==> src/rtl/edge_gen.sv <==
// Edge generator: turns accepted rise/fall requests into a registered output level,
// then holds that level for a programmable minimum number of cycles.
module edge_gen #(
  parameter int   HOLD_W      = 8,
  parameter int   CNT_W       = 16,
  parameter logic RESET_LEVEL = 1'b0
) (
  input  logic              clk,
  input  logic              rst,
  input  logic [HOLD_W-1:0] hold_cycles,
  input  logic              req_valid,
  input  logic              req_rise,
  output logic              req_ready,
  output logic              out_level,
  output logic              edge_done,
  output logic              redundant,
  output logic [CNT_W-1:0]  edge_count
);

  localparam logic [0:0] IDLE = 1'b0;
  localparam logic [0:0] HOLD = 1'b1;

  logic [0:0]        state;
  logic [HOLD_W-1:0] hold_cnt;
  logic [HOLD_W-1:0] hold_eff;
  logic              accept;
  logic              real_edge;

  // A hold of zero is treated as one cycle, i.e. back-to-back edges are allowed.
  assign hold_eff  = (hold_cycles == '0) ? HOLD_W'(1) : hold_cycles;
  assign req_ready = (state == IDLE) & ~rst;
  assign accept    = req_valid & req_ready;
  assign real_edge = accept & (req_rise != out_level);

  always_ff @(posedge clk or posedge rst) begin
    if (rst) begin
      state      <= IDLE;
      hold_cnt   <= '0;
      out_level  <= RESET_LEVEL;
      edge_done  <= 1'b0;
      redundant  <= 1'b0;
      edge_count <= '0;
    end else begin
      edge_done <= real_edge;
      redundant <= accept & ~real_edge;
      if (real_edge) begin
        out_level  <= ~out_level;
        edge_count <= edge_count + CNT_W'(1);
        if (hold_eff > HOLD_W'(1)) begin
          state    <= HOLD;
          hold_cnt <= hold_eff - HOLD_W'(2);
        end
      end else if (state == HOLD) begin
        // The counter was loaded with H-2, so the exit edge gives H-1 cycles of not-ready.
        if (hold_cnt == '0) begin
          state <= IDLE;
        end else begin
          hold_cnt <= hold_cnt - HOLD_W'(1);
        end
      end
    end
  end

endmodule

==> config.mk <==
export PLATFORM = sky130hd
export DESIGN_NAME = edge_gen
export DESIGN_NICKNAME = d
export VERILOG_FILES = /design/src/rtl/edge_gen.sv
export SDC_FILE = /design/constraint.sdc
export NUM_CORES = 1
export LEC_CHECK = 0
export BUFFER_PORTS_ARGS = -buffer_cell sky130_fd_sc_hd__buf_2
export CAP_MARGIN = 20
export CORE_MARGIN = 3
export CORE_UTILIZATION = 30
export DETAILED_ROUTE_END_ITERATION = 16
export PLACE_DENSITY = 0.61
export SLEW_MARGIN = 5
export SYNTH_ARGS = -nofsm -noshare
export SYNTH_HDL_FRONTEND = slang
export SYNTH_SLANG_ARGS = --single-unit
==> constraint.sdc <==
create_clock -name clk -period 6.2 [get_ports clk]
set_clock_uncertainty 0.2 [all_clocks]
set_input_delay 0.31 -clock clk [delete_from_list [all_inputs] [get_ports clk]]
set_output_delay 0.31 -clock clk [all_outputs]
set_load 0.005 [all_outputs]
==> metrics <==
CTS root buf clkbuf_8; status finished, final reports clean; mux share of post-synthesis cell area 0.0210; Crit. End Element flop; total power between 600 and 700 uW; grt ovf 0; fin crit period 2.67 ns; dpl ws 3.73 ns; synthesized area per cell ~10 um2; clock transition at the registers of the reported paths 0.10 ns; hold path startpoint req_valid; drt total wl 3.35 mm; dominant cell type by area after synthesis dfrtp_1; simple-gate share of the synthesized area 0.215; compound-gate portion of the synthesized area 0.134; cells after synthesis around 150; gr usage total 0.115; Crit Path Max Fanout 13; vias in the first global route approximately 1200; Clock power frac 0.228; Max-Cap Viols 0; HPWL Detailed 2.49 mm; per-cell routed wire length 13.6 um; Synth Area in XOR/XNOR 0.102; Mapped Nets 164; YS warnings 0; Synth Cell Area ~1600 um2; Pre-antenna DRT Iters 4; VDD IR max 0.147 mV; asr flop ratio synth 1.00; unrepaired setup endpoints after global routing no; critical path launch point type input pin; register area share after synthesis 0.452; antenna viol nets, final 0; Synth area leaders dfrtp_1 (45%), xnor2_1 (7.9%), ha_1 (3.2%); Layout Cells excl Fill around 250; Area Overhead vs Synth 19.2%; post-synth cell types 45; worst setup path startpoint rst; H-tree depth 1; DP Cell Count 241; Pleak 0.879 nW; internal power 415 uW; Synth Area in Adders 0.0323; Post-synth EDFFs 0; WP data required a little over 6 ns; Initial Util 0.320; post-route setup slack 3.53 ns; die height 77.9 um; n_diodes 0; post-cts sizing count 0; worst-margin pin slew 0.763 ns; FP Rows 25; Slew HR 0.489; Core Footprint 4850 um2; Sequential Area about 700 um2; fillers just under 500; PD cells about 340 nW/um2; share of cells above drive strength 1 0.261; Slew Viols, Final 0; worst hold margin slightly above 0.07 ns; worst-skew pair later-pin latency around 0.27 ns; CTS Hold Bufs 0; pin count of the biggest net entering global routing 29; Switch Pwr about 220 uW; Die Area 6070 um2; CTS max path bufs 2; Sum Neg Setup Slack 0 ns; TritonCTS clock tree yes; GPL Wtd Cong roughly 0.84; crit path DAT 2.68 ns; # DRC 0; largest family of logic cells by synthesized area simple AND/OR/NAND/NOR gates; die span in x between 70 and 80 um; vias per inst 4.94; area occupied by multi-input gates 782 um2; total CTS buffers 3; critical path class input pin to flop; I/O pins 32; share of the synthesized area in the top cell type 0.452; final net count 197; Comb pwr share 0.331; Seq pwr share 0.441; Min-Delay Path Class input pin to flop; Sw Ratio 0.346; Synth Register Bits 28; Finish-stage setup viols 0; PortBufs 31; first-pass GRT wire length roughly 5.6 mm; Tcrit/Tclk final 0.431; worst flop-to-flop path startpoint out_level$_DFFE_PP0P_; initial DRC count 52; initial antenna violation count 0; fmax 374 MHz; Final Hold Viols 0; post-CTS setup buffer count 0; CTS sink count 28; Most used DFF post-synth dfrtp_1; via count 1219
synth_stat cells, types with 2 or more instances:
| library cell | count |
|---|---|
| a211oi_1 | 2 |
| a22o_1 | 4 |
| and3_1 | 4 |
| buf_2 | 3 |
| buf_6 | 2 |
| dfrtp_1 | 28 |
| ha_1 | 4 |
| inv_1 | 7 |
| mux2_2 | 2 |
| nand2_1 | 12 |
| nand3_1 | 3 |
| nand4_1 | 8 |
| nor2_1 | 7 |
| nor2_2 | 2 |
| nor3_1 | 4 |
| nor4_2 | 2 |
| o21ai_0 | 2 |
| o22ai_1 | 6 |
| o31ai_1 | 2 |
| or2_1 | 2 |
| or3_1 | 2 |
| xnor2_1 | 14 |
| xor2_1 | 4 |
layout make-up:
| class | instances | area share |
|---|---|---|
| Clock buffer | 3 | 0.0223 |
| Clock inverter | 1 | 0.0162 |
| Inverter | 8 | 0.0162 |
| Multi-Input combinational cell | 107 | 0.423 |
| Sequential cell | 28 | 0.379 |
| Tap cell | 67 | 0.0454 |
| Timing Repair Buffer | 33 | 0.0975 |
placed cells by master, fill, tap and decap left out, types with 3 or more instances in the layout:
| master | netlist | final |
|---|---|---|
| a22o_1 | 4 | 4 |
| and3_1 | 4 | 4 |
| buf_2 | 3 | 31 |
| clkbuf_8 | 0 | 3 |
| dfrtp_1 | 28 | 28 |
| ha_1 | 4 | 4 |
| inv_1 | 7 | 7 |
| nand2_1 | 12 | 12 |
| nand3_1 | 3 | 3 |
| nand4_1 | 8 | 8 |
| nor2_1 | 7 | 7 |
| nor3_1 | 4 | 4 |
| o22ai_1 | 6 | 6 |
| xnor2_1 | 14 | 14 |
| xor2_1 | 4 | 4 |
kinds of logic after synthesis:
| group | count (synthesis) |
|---|---|
| AO/OA/AOI/OAI | 26 |
| XOR/XNOR | 18 |
| AND/OR/NAND/NOR | 56 |
| multiplexers | 3 |
| adder cells (fa/ha/maj) | 4 |
| flip-flops | 28 |
| buffers and inverters | 13 |
path summary, 6_finish.rpt:
check / end / slack (ns) / depth (start not counted)
min in group asynchronous: edge_count[2]$_DFFE_PP0P_ / 0.47 / 3
max in group asynchronous: hold_cnt[6]$_DFFE_PP0P_ / 4.82 / 4
max: hold_cnt[1]$_DFFE_PP0P_ / 3.53 / 7
max reg2reg: hold_cnt[1]$_DFFE_PP0P_ / 3.76 / 5
min: redundant$_DFF_PP0_ / 0.07 / 2
min reg2reg: edge_count[15]$_DFFE_PP0P_ / 0.27 / 1
metrics by stage:
stage,cell area [um2],util
2_1_floorplan,1550,-
3_3_place_gp,1750,0.361
3_5_place_dp,1750,0.361
4_1_cts,1820,0.376
5_1_grt,1850,0.381
6_report,1850,0.381
worst max-delay path, stage by stage:
cell and delay [ns]:
dlygate4sd3_1 0.53, buf_2 0.13, or3b_1 0.50, or2_1 0.45, inv_2 0.26, mux2_2 0.36, a21oi_1 0.14
registers in the layout, summed over array words and instances, names as in the netlist:
signal      cells
edge_done       1
out_level       1
state           1
hold_cnt        8
edge_count     16
redundant       1
power groups by stage:
stage	combinational [mW]	clock, mW	sequential, mW
floorplan	0.159	0	0.273
global placement	0.210	0	0.283
detailed placement	0.211	0	0.282
CTS	0.211	0.151	0.279
global route	0.236	0.158	0.287
finish	0.209	0.145	0.280
metal layers:
| layer | track usage | vias to the layer above | share of wire |
|---|---|---|---|
| li1 | - | 600 | - |
| met5 | 0 | - | 0 |
| met1 | 0.144 | 581 | 0.44 |
| met2 | 0.194 | 36 | 0.50 |
| met3 | 0.0325 | 2 | 0.054 |
| met4 | 0.0267 | 0 | 0.0057 |
Power figures use the tool's default switching activity.
